==> config.mk <==
export PLATFORM = sky130hd
export DESIGN_NAME = frame_reader
export DESIGN_NICKNAME = d
export VERILOG_FILES = /design/src/rtl/frame_reader.sv
export SDC_FILE = /design/constraint.sdc
export NUM_CORES = 1
export LEC_CHECK = 0
export ABC_AREA = 1
export CORE_MARGIN = 5
export CORE_UTILIZATION = 40
export CTS_BUF_LIST = sky130_fd_sc_hd__clkbuf_16
export CTS_CLUSTER_SIZE = 12
export DETAILED_ROUTE_END_ITERATION = 8
export GPL_TIMING_DRIVEN = 1
export HOLD_SLACK_MARGIN = 0.02
export PLACE_DENSITY_LB_ADDON = 0.05
export SYNTH_ARGS = -nofsm -noshare
export SYNTH_HDL_FRONTEND = slang
export SYNTH_SLANG_ARGS = --single-unit
==> constraint.sdc <==
create_clock -name clk -period 2.3 [get_ports clk]
set_input_delay 0.46 -clock clk [delete_from_list [all_inputs] [get_ports clk]]
set_output_delay 0.46 -clock clk [all_outputs]
set_load 0.05 [all_outputs]
==> src/rtl/frame_reader.sv <==
`default_nettype none
// ============================================================================
//  Module      : frame_reader
//  Description : Reads two camera FIFOs side by side (left half of each line
//                from cam1, right half from cam2) and emits RGB888 video with
//                hsync/vsync/de timing. Latches a sticky error on FIFO underflow
//                and blanks the rest of the affected frame.
//  Revision    : 1.0 - initial release
// ============================================================================
module frame_reader #(
    parameter int H_ACT  = 1280,
    parameter int H_FP   = 110,
    parameter int H_SYNC = 40,
    parameter int H_BP   = 220,
    parameter int V_ACT  = 720,
    parameter int V_FP   = 5,
    parameter int V_SYNC = 5,
    parameter int V_BP   = 20
) (
    input  logic        clk,
    input  logic        rstn,
    input  logic        cam1_ready,
    input  logic        cam2_ready,
    input  logic        cam1_empty,
    input  logic        cam2_empty,
    input  logic [15:0] cam1_data,
    input  logic [15:0] cam2_data,
    output logic        read_en,
    output logic        cam_id,
    output logic        hsync,
    output logic        vsync,
    output logic        de,
    output logic [7:0]  r,
    output logic [7:0]  g,
    output logic [7:0]  b,
    output logic        error
);

    localparam int H_TOT = H_ACT + H_FP + H_SYNC + H_BP;
    localparam int V_TOT = V_ACT + V_FP + V_SYNC + V_BP;
    localparam int HW    = $clog2(H_TOT);
    localparam int VW    = $clog2(V_TOT);

    localparam logic [HW-1:0] H_ACT_C      = HW'(H_ACT);
    localparam logic [HW-1:0] H_HALF_C     = HW'(H_ACT / 2);
    localparam logic [HW-1:0] H_SYNC_FIRST = HW'(H_ACT + H_FP);
    localparam logic [HW-1:0] H_SYNC_LAST  = HW'(H_ACT + H_FP + H_SYNC - 1);
    localparam logic [HW-1:0] H_LAST       = HW'(H_TOT - 1);
    localparam logic [VW-1:0] V_ACT_C      = VW'(V_ACT);
    localparam logic [VW-1:0] V_SYNC_FIRST = VW'(V_ACT + V_FP);
    localparam logic [VW-1:0] V_SYNC_LAST  = VW'(V_ACT + V_FP + V_SYNC - 1);
    localparam logic [VW-1:0] V_LAST       = VW'(V_TOT - 1);

    typedef enum logic [1:0] {
        IDLE = 2'd0,
        WAIT = 2'd1,
        RUN  = 2'd2
    } state_t;

    state_t          state_q, state_d;
    logic [HW-1:0]   hcnt_q, hcnt_d;
    logic [VW-1:0]   vcnt_q, vcnt_d;

    // Stage 1: read strobe and timing flags for the current raster position
    logic            read_en_q, cam_id_q, hs1_q, vs1_q;
    // Stage 2: FIFO data arrives; remember which camera and whether to blank
    logic            de2_q, hs2_q, vs2_q, sel2_q, blank2_q;
    // Stage 3: output registers
    logic            de_q, hsync_q, vsync_q, error_q;
    logic [7:0]      r_q, g_q, b_q;

    logic            run, start, active, in_hsync, in_vsync, underflow;
    logic [15:0]     pix;

    assign run       = (state_q == RUN);
    assign start     = (state_q == WAIT) && cam1_ready && cam2_ready;
    assign active    = run && (hcnt_q < H_ACT_C) && (vcnt_q < V_ACT_C);
    assign in_hsync  = (hcnt_q >= H_SYNC_FIRST) && (hcnt_q <= H_SYNC_LAST);
    assign in_vsync  = (vcnt_q >= V_SYNC_FIRST) && (vcnt_q <= V_SYNC_LAST);
    // The strobe is still issued on an empty FIFO; the FIFO ignores it.
    assign underflow = read_en_q && (cam_id_q ? cam2_empty : cam1_empty);
    assign pix       = sel2_q ? cam2_data : cam1_data;

    // Next state and raster counters; a spoiled frame ends in WAIT instead of wrapping.
    always_comb begin
        state_d = state_q;
        hcnt_d  = hcnt_q;
        vcnt_d  = vcnt_q;
        case (state_q)
            IDLE: begin
                state_d = WAIT;
                hcnt_d  = '0;
                vcnt_d  = '0;
            end
            WAIT: begin
                hcnt_d = '0;
                vcnt_d = '0;
                if (start) begin
                    state_d = RUN;
                end
            end
            RUN: begin
                if (hcnt_q == H_LAST) begin
                    hcnt_d = '0;
                    if (vcnt_q == V_LAST) begin
                        vcnt_d = '0;
                        if (error_q || underflow) begin
                            state_d = WAIT;
                        end
                    end else begin
                        vcnt_d = vcnt_q + 1'b1;
                    end
                end else begin
                    hcnt_d = hcnt_q + 1'b1;
                end
            end
            default: begin
                state_d = IDLE;
                hcnt_d  = '0;
                vcnt_d  = '0;
            end
        endcase
    end

    // State register and raster counters.
    always_ff @(posedge clk or negedge rstn) begin
        if (!rstn) begin
            state_q <= IDLE;
            hcnt_q  <= '0;
            vcnt_q  <= '0;
        end else begin
            state_q <= state_d;
            hcnt_q  <= hcnt_d;
            vcnt_q  <= vcnt_d;
        end
    end

    // Pixel pipeline: strobe/flags, then data-select tracking, then the output stage.
    always_ff @(posedge clk or negedge rstn) begin
        if (!rstn) begin
            read_en_q <= 1'b0;
            cam_id_q  <= 1'b0;
            hs1_q     <= 1'b0;
            vs1_q     <= 1'b0;
            de2_q     <= 1'b0;
            hs2_q     <= 1'b0;
            vs2_q     <= 1'b0;
            sel2_q    <= 1'b0;
            blank2_q  <= 1'b0;
            de_q      <= 1'b0;
            hsync_q   <= 1'b0;
            vsync_q   <= 1'b0;
            r_q       <= 8'd0;
            g_q       <= 8'd0;
            b_q       <= 8'd0;
        end else begin
            read_en_q <= active;
            cam_id_q  <= active && (hcnt_q >= H_HALF_C);
            hs1_q     <= run && in_hsync;
            vs1_q     <= run && in_vsync;

            de2_q     <= read_en_q;
            hs2_q     <= hs1_q;
            vs2_q     <= vs1_q;
            sel2_q    <= cam_id_q;
            blank2_q  <= underflow || error_q;

            de_q      <= de2_q;
            hsync_q   <= hs2_q;
            vsync_q   <= vs2_q;
            if (de2_q && !blank2_q) begin
                r_q <= {pix[15:11], pix[15:13]};
                g_q <= {pix[10:5],  pix[10:9]};
                b_q <= {pix[4:0],   pix[4:2]};
            end else begin
                r_q <= 8'd0;
                g_q <= 8'd0;
                b_q <= 8'd0;
            end
        end
    end

    // Sticky underflow flag, cleared only when a new frame is started.
    always_ff @(posedge clk or negedge rstn) begin
        if (!rstn) begin
            error_q <= 1'b0;
        end else if (underflow) begin
            error_q <= 1'b1;
        end else if (start) begin
            error_q <= 1'b0;
        end
    end

    assign read_en = read_en_q;
    assign cam_id  = cam_id_q;
    assign hsync   = hsync_q;
    assign vsync   = vsync_q;
    assign de      = de_q;
    assign r       = r_q;
    assign g       = g_q;
    assign b       = b_q;
    assign error   = error_q;

endmodule
`default_nettype wire

# After elaboration in Yosys (flattened, before gate mapping)
# Index checks and enable logic that the tools add are counted.
dict set report op_classes {
  addsub 2
  n_lt_le_gt_ge 7
  n_eq_ne 8
  mux 17
  n_reduce_logical 16
}
# cell n
set ops {}
lappend ops {{$mux 10} 3}
lappend ops {{$mux 8} 3}
lappend ops {{$mux 11} 2}
lappend ops {{$mux 16} 1}
lappend ops {{$add 11x1->11 const B} 1}
lappend ops {{$eq 11x11->1 const B} 1}
lappend ops {{$ge 11x10->1 const B} 1}
lappend ops {{$ge 11x11->1 const B} 1}
lappend ops {{$le 11x11->1 const B} 1}
lappend ops {{$logic_and 1x1->1} 11}
lappend ops {{$lt 11x11->1 const B} 1}
lappend ops {{$add 10x1->10 const B} 1}
lappend ops {{$eq 10x10->1 const B} 1}
lappend ops {{$ge 10x10->1 const B} 1}
lappend ops {{$le 10x10->1 const B} 1}
lappend ops {{$lt 10x10->1 const B} 1}
lappend ops {{$mux 2} 4}
lappend ops {{$ne 2x1->1 const B} 3}
lappend ops {{$pmux 2 s3} 1}
lappend ops {{$reduce_and 4->1} 1}
lappend ops {{$mux 1} 3}
lappend ops {{$eq 2x1->1 const B} 1}
lappend ops {{$eq 2x2->1 const B} 1}
lappend ops {{$logic_not 2->1} 1}
lappend ops {{other kinds (4)} 4}
dict set report totals {
  regBits 60
  input_bits 38
  output_inout_bits 30
  word_cells 69
}

# Logic depth before layout (Yosys ltp)
dict set report logic_depth {
  depth_word 7
  mapped_depth 10
  ltp_nobuf 10
}

# Least setup slack after synthesis
# No wires, ideal clock.
dict set report synth_timing {
  kind {reg2reg}
  startpoint {reg vcnt_q[1]}
  endpoint {reg state_q[1]}
  setup_ns 0.121
  arrival_time_ns 1.257
  required_time_ns 2.179
  path_slack_ns 0.922
  stages_incl_launch_ff 10
  path_buffers 0
  synth_period_minus_slack_ns 1.378
  cell_sequence {dfrtp_1 inv_1 ha_1 nand3_1 nor2_1 nand2_1 nand2_1 nand2_4 o21bai_1 nand2_1}
}
dict set report synth_via {
  elab_chain_cells 3
}
# element line
set synth_lines {}
lappend synth_lines {{start, declared} 62} ;# logic [VW-1:0] vcnt_q, vcnt_d;
lappend synth_lines {{start signal, assigned} 134} ;# vcnt_q <= vcnt_d;
lappend synth_lines {{$eq 10x10->1} 105} ;# if (vcnt_q == V_LAST) begin
lappend synth_lines {{$ne 2x1->1 (no source line)} -}
lappend synth_lines {{$reduce_and 4->1 (no source line)} -}
lappend synth_lines {{end signal, assigned} 132} ;# state_q <= state_d;
lappend synth_lines {{end, declared} 60} ;# state_t state_q, state_d;
# No other way between the ends.
# A chain may end at the register's enable or synchronous reset.

# Worst setup path in the final report
dict set report layout_timing {
  startpoint {reg cam_id_q (netlist: cam_id)}
  endpoint {out cam_id}
}
# element line
set layout_lines {}
lappend layout_lines {{start, declared} 65} ;# logic read_en_q, cam_id_q, hs1_q, vs1_q;
lappend layout_lines {{start signal, assigned} 158} ;# cam_id_q <= active && (hcnt_q >= H_HALF_C);
lappend layout_lines {{end, declared} 29} ;# output logic cam_id,
# No word-level cell between the ends.

==> impl_results.md <==
- First-pass GRT wire length: ~10000 um
- Most common library cells after synthesis: 77 x nand2_1, 52 x dfrtp_1, 32 x inv_1, 29 x nor2_1, 21 x a21oi_1
- Cell taking the most area after synthesis: dfrtp_1
- Die W: between 80 and 90 um
- Total Neg Setup Slack: 0 ps
- Row count: 29
- Detailed Route Iter0 Violations: between 60 and 70
- Share of cells above drive strength 1: under 10%
- Highest Clock Rate: 0.510 GHz
- Status: finished clean
- Post-synth top area share: 51.5%
- Clock Latency Late Sink: just under 300 ps
- Fin crit share: a little under nine tenths
- Sw Ratio: between 30% and 40%
- H-tree level count: 2
- Combinational share of power: between 30% and 40%
- Met1 WL: 2780 um
- #FFs+latches synth: 52
- Maximum vdd drop: slightly below 600 uV
- CTS tree: done
- Crit-path cells: clkdlybuf4s50_1
- Final ANT Viol Nets: 0
- Die area: 0.00800 sq mm
- Seq/Total Area, Yosys: roughly half
- Mapped cell area: 0.00253 sq mm
- Synth-to-layout area growth: 33.8%
- Post-CTS resize count: 0
- Total leakage power: between 1.5 and 2 nW
- Avg Cell Area, Syn: 8.48 sq um
- Initial antenna violation count: 0
- Synth area leaders: dfrtp_1 52%, nand2_1 11%, inv_1 4.8%
- Pwr Density: slightly above 900 mW/mm^2
- Post-route cell area: around 0.0034 sq mm
- Post-CTS Setup Bufs: 0
- Pint: between 1.5 and 2 mW
- Max-cap viol count: 0
- Crit end category: output pin
- Crit path DAT: 1500 ps
- WS Path Type: flip-flop to output pin
- Final min period: about 2000 ps
- Switching power: 1.18 mW
- Grt ovf: 0
- Fraction of registers with async set/reset: 100%
- CP top delay family: buffers and inverters
- Critical path's slowest cell: clkdlybuf4s50_1
- Max-slew headroom: roughly 63%
- Hold-fix buffers at CTS: 0
- Initial core utilization: a little over 40%
- Crit path largest cell delay: around 830 ps
- Sequential Power Share: 36.3%
- Setup violators final: 0
- Cells after synthesis: 298
- Hold crit path type: primary input to async pin
- Core box area: around 0.0062 sq mm
- Max clock buf depth: 2
- Critical Path Fanout Max: 4
- Hold slack: 121 ps
- Layout Utilization: a little over half
- DP HPWL: roughly 4200 um
- Syn nets: about 340
- Routability cong.: between 0.8 and 0.9
- RSZ-0062 raised after global routing: no
- Yosys Warn Count: 0
- CTS Sinks: 52
- DRC Markers: 0
- DR vias: about 2100
- DR WL met2: between 2000 and 2500 um
- Required time of the critical path: roughly 1800 ps
- Max Clock Skew: approximately 4.7 ps
- Cell variety after synth: 29
- ANT cells: 0
- Ys flop type: dfrtp_1
- Largest net degree at the start of global routing: 34
- Slew @ Worst Pin: around 560 ps
- Startpoint types: flip-flop
- Top Metal Used: met4
- Power share of the clock group: ~27%
- Met3 WL post-DR: roughly 470 um
- Count leader, synth: nand2_1
- CTS clock-pin slew for the worst setup and hold paths: approximately 70 ps
- Final hold viol count: 0
- Placed inst area: approximately 0.0032 sq mm
- WL/cell: 13.3 um
- Tot GR Track Use: 15.7%
- IO Port Bufs: 67
- TritonRoute pass-1 iters: 4
- TritonCTS Buffers: 5
- CTS Root Cell: clkbuf_16
- I/O pins: approximately 70
- EDFF count, synth: 0
- Layout Nets: between 400 and 500
- Die height: a little under 90 um
- Max-slew violations: 0
- Via/cell ratio: around 4.8
- Buf/Inv on CP: 1
- WL final: approximately 5800 um
- Vias in the first global route: approximately 2100
==> placed cells by master (no fill, tap or decap), types with 3 or more instances in the layout <==
| master | n |
|---|---|
| nand2_1 | 77 |
| clkdlybuf4s50_1 | 66 |
| dfrtp_1 | 52 |
| inv_1 | 32 |
| nor2_1 | 29 |
| a21oi_1 | 21 |
| nand3_1 | 18 |
| nor3_1 | 10 |
| o21ai_0 | 9 |
| nand4_1 | 7 |
| ha_1 | 6 |
| clkbuf_16 | 5 |
| xor2_1 | 3 |
| a21oi_2 | 3 |
==> cells by family (layout without fill, tap and decap cells) <==
logic type | Yosys count | in the layout | synth area share (%)
buffers and inverters | 47 | 110 | 9.16
flip-flops | 52 | 52 | 51.5
XOR/XNOR | 4 | 4 | 1.39
adder cells (fa/ha/maj) | 6 | 6 | 2.97
AND/OR/NAND/NOR | 151 | 151 | 26.5
AO/OA/AOI/OAI | 38 | 38 | 8.47
==> metrics by stage <==
| stage | setup WS [ps] | cells | power [mW] |
|---|---|---|---|
| CTS | 322 | 438 | 3.16 |
| global placement | 651 | 430 | 2.30 |
| finish | 341 | 438 | 3.12 |
| floorplan | 922 | 298 | 2.00 |
| detailed placement | 640 | 430 | 2.31 |
| global route | 279 | 438 | 3.31 |
==> final timing paths <==
kind	startpoint	end	slack, ps	cells after the start
worst max-delay path	cam_id	cam_id	340	1
worst min-delay path	rstn	r[2]	120	1
worst max register to register	hcnt_q[1]	state_q[1]	630	9
worst min register to register	vs1_q	vs2_q	350	0
max in group asynchronous	rstn	vs1_q	1650	2
min in group clk	vs1_q	vs2_q	350	0
==> metal layers <==
metal | GRT usage, % | up-vias
met5 | 0 | -
met1 | 21.4 | 979
li1 | - | 1073
met3 | 4.06 | 5
met4 | 4.33 | 0
met2 | 24.6 | 67
==> power by group through the flow <==
stage | registers [mW] | clock network, mW | logic (mW)
2_1_floorplan | 1.39 | 0 | 0.602
3_3_place_gp | 1.14 | 0 | 1.15
3_5_place_dp | 1.15 | 0 | 1.16
4_1_cts | 1.13 | 0.861 | 1.17
5_1_grt | 1.15 | 0.906 | 1.25
6_report | 1.13 | 0.836 | 1.15
==> sequential cells by signal, summed over array words and instances, names as in the netlist, 2 cells and up <==
register,count
hcnt_q,11
vcnt_q,10
g,6
b,5
r,5
state_q,2
==> cell type report <==
type | instances | area [sq um]
sequential | 52 | 1300
inverter | 32 | 120
clock inverter | 3 | 42.5
multi-input combinational | 199 | 993
fill | 595 | 2860
tap | 77 | 96.3
clock buffer | 5 | 125
timing repair buffer | 70 | 701
Power figures use the tool's default switching activity.
==> RTL change: new RTL, same settings <==
Change the parameter `H_ACT` from 1280 to 320.
--- a/src/rtl/frame_reader.sv
+++ b/src/rtl/frame_reader.sv
@@ -8,7 +8,7 @@
 //  Revision    : 1.0 - initial release
 // ============================================================================
 module frame_reader #(
-    parameter int H_ACT  = 1280,
+    parameter int H_ACT  = 320,
     parameter int H_FP   = 110,
     parameter int H_SYNC = 40,
     parameter int H_BP   = 220,
Check against the original RTL: no difference found for any inputs over 10 cycles, from zero or initial values and one cycle with rstn low; that may be too few to reach the edited logic, so the function may still have changed.
==> RTL change against the original RTL <==
- non-clock buffer count unchanged
- design area down 1.9%
- critical path depth unchanged
- core utilization up 1.5 points
- sequential cell count down 1
- worst setup slack better by 0.022 ns
- routed wire length down 3.7%
- area after synthesis down 2.1%
Power is not compared: it rests on default switching activity, and its combinational part moved more than twofold at a synthesized area within 25%.
==> RTL change: results (changes against the original RTL) <==
In the post-synthesis netlist, the biggest area contributors are sky130_fd_sc_hd__dfrtp_1 (52%), sky130_fd_sc_hd__nand2_1 (12%), sky130_fd_sc_hd__a21oi_1 (5.5%), sky130_fd_sc_hd__nor2_1 (4.6%), sky130_fd_sc_hd__inv_1 (4.4%). The number of buffers inserted by port buffering was 67 (unchanged). The share of synthesized cell area in full adder, half adder and majority cells is 3.03% (+0.063 points). The max-slew violation total from the final report is 0 (unchanged). The synthesized-area fraction occupied by xor and xnor cells is 1.06% (-0.32 points). The sum of negative setup slack is 0 ns (unchanged). The total global-route track usage is 15.3% (-0.41 points). The number of DRC markers in iteration 0 is 113 (+79%). The count of instances resized after the clock tree is built came out at 0 (unchanged). The maximum number of pins on one net before global-route repair came to 22 (-35%). The number of CTS-inserted buffers is 5 (unchanged). The met2 routed wirelength is 2.41 mm (-3.4%). After clock tree synthesis, the clock-pin slew on the worst setup and hold paths is around 0.06 ns.

The met1 layer usage reported by global route came out at 20.6% (-0.81 points). The post-synthesis net count came out at 340 (-0.58%). The startpoint identified for the worst register-to-register timing path is hcnt_q[1]$_DFF_PN0_.

The run finished with clean final reports. The post-CTS setup-driven buffer insertion count came out at 0 (unchanged). The number of global-route vias before repair is 1985 (-4.0%). The sequential share of the synthesized area came out at 51.6% (+0.083 points).

The area fraction in compound gates after synthesis is 9.91% (+1.4 points). The biggest fanout along the worst timing path came out at 4 (unchanged). The min-delay analysis places its worst path in the category input port to asynchronous set/reset pin.

The highest metal layer carrying signal wires in the routed design is met4. The number of iterations in the first detailed-routing pass came out at 4 (unchanged). The maximum clock skew at final layout came out at 0.00514 ns (+0.000483 ns).

The transition time at the pin with the least slew margin is 0.566 ns (+0.00980 ns). The final weighted congestion in routability-driven placement is 0.800 (-6.0%). The met3 routing resource usage after global routing is 3.35% (-0.70 points).

The count of unique library cells instantiated by Yosys is 28 (-3.4%). The number of antenna violations at the first check in global routing came out at 0 (unchanged). The flip-flop cell with the highest count after synthesis is sky130_fd_sc_hd__dfrtp_1.

The number of buffers on the longest clock path came out at 2 (unchanged). The met3 wire length came to 450 um (-3.8%). The post-place setup slack came out at 0.546 ns (-0.0941 ns). The detail-routed via count per cell came out at 4.76 (-1.9%). The commonest cells after synthesis are sky130_fd_sc_hd__nand2_1 (77), sky130_fd_sc_hd__dfrtp_1 (51), sky130_fd_sc_hd__nor2_1 (30).

The total of warnings raised by yosys came to 0 (unchanged). The proportion of synthesized area in mux cells came out at 0% (unchanged). The global-route wire length before repair came out at 9.34 mm (-4.2%). The data arrival at the endpoint of the critical path is 1.48 ns (-0.02 ns). The clock insertion delay at the later pin of the skew report came out at 0.29 ns (about the same).

The number of nets in the final layout came out at 401 (-0.74%). The number of antenna diodes is 0 (unchanged). The placed wire-length estimate came out at 4.18 mm (-0.85%).

The aggregate routed wire length came out at 5.60 mm (-3.7%). The met2 global-route usage was 24.2% (-0.49 points). The share of layout cells above drive strength 1 is 7.26% (+1.2 points). The met1 layer wirelength in the final routing is 2.65 mm (-4.7%). The tree is rooted in a sky130_fd_sc_hd__clkbuf_16.
-- RTL change: cell types whose count changed after synthesis, sizes merged, moves of 2 or more --
cell / delta
nor2: +2
nand4: -2
nor3: -7
o21ai: +5
a21oi: +4
-- RTL change: layout make-up --
cell class / count / area [um^2]
clock inverter: 3 / 38.8
multi-input combinational: 198 / 976
sequential: 51 / 1280
fill: 563 / 2640
tap: 75 / 93.8
inverter: 31 / 116
clock buffer: 5 / 125
timing repair buffer: 70 / 688
-- RTL change: final timing paths --
path                                    endpoint  slack (ns)  depth (start not counted)
setup / recovery                          cam_id        0.36                          1
hold / removal                    g[2]$_DFF_PN0_        0.11                          1
setup reg to reg           vcnt_q[9]$_DFFE_PN0P_        0.55                         11
hold reg to reg                  vs2_q$_DFF_PN0_        0.35                          0
max in group asynchronous           de$_DFF_PN0_        1.58                          2
min in group clk                 vs2_q$_DFF_PN0_        0.35                          0
-- RTL change: cell families (layout without fill, tap and decap cells) --
kind of cell               count (synthesis)  after routing
AOI/OAI and AO/OA                         46             46
and+or+nand+nor                          143            143
xor gates and xnor gates                   3              3
DFF                                       51             51
buffers and inverters                     47            109
adders and majority gates                  6              6
-- RTL change: power by group --
| group | internal, W | leakage (nW) | switching (W) |
|---|---|---|---|
| logic | 0.0000596 | 0.825 | 0.0000312 |
| registers | 0.000897 | 0.667 | 0 |
| clock network | 0.000507 | 0.0812 | 0.000312 |
| total | 0.00146 | 1.57 | 0.000343 |
-- RTL change: stage by stage --
step | total power (W) | instance area (um^2) | utilization [%] | cells
finish | 0.00181 | 3310 | 55.7 | 433
global route | 0.00189 | 3310 | 55.7 | 433
CTS | 0.00185 | 3310 | 55.7 | 433
detailed placement | 0.00101 | 3150 | 52.9 | 425
global placement | 0.00101 | 3150 | 52.9 | 425
floorplan | 0.000922 | 2470 | - | 296
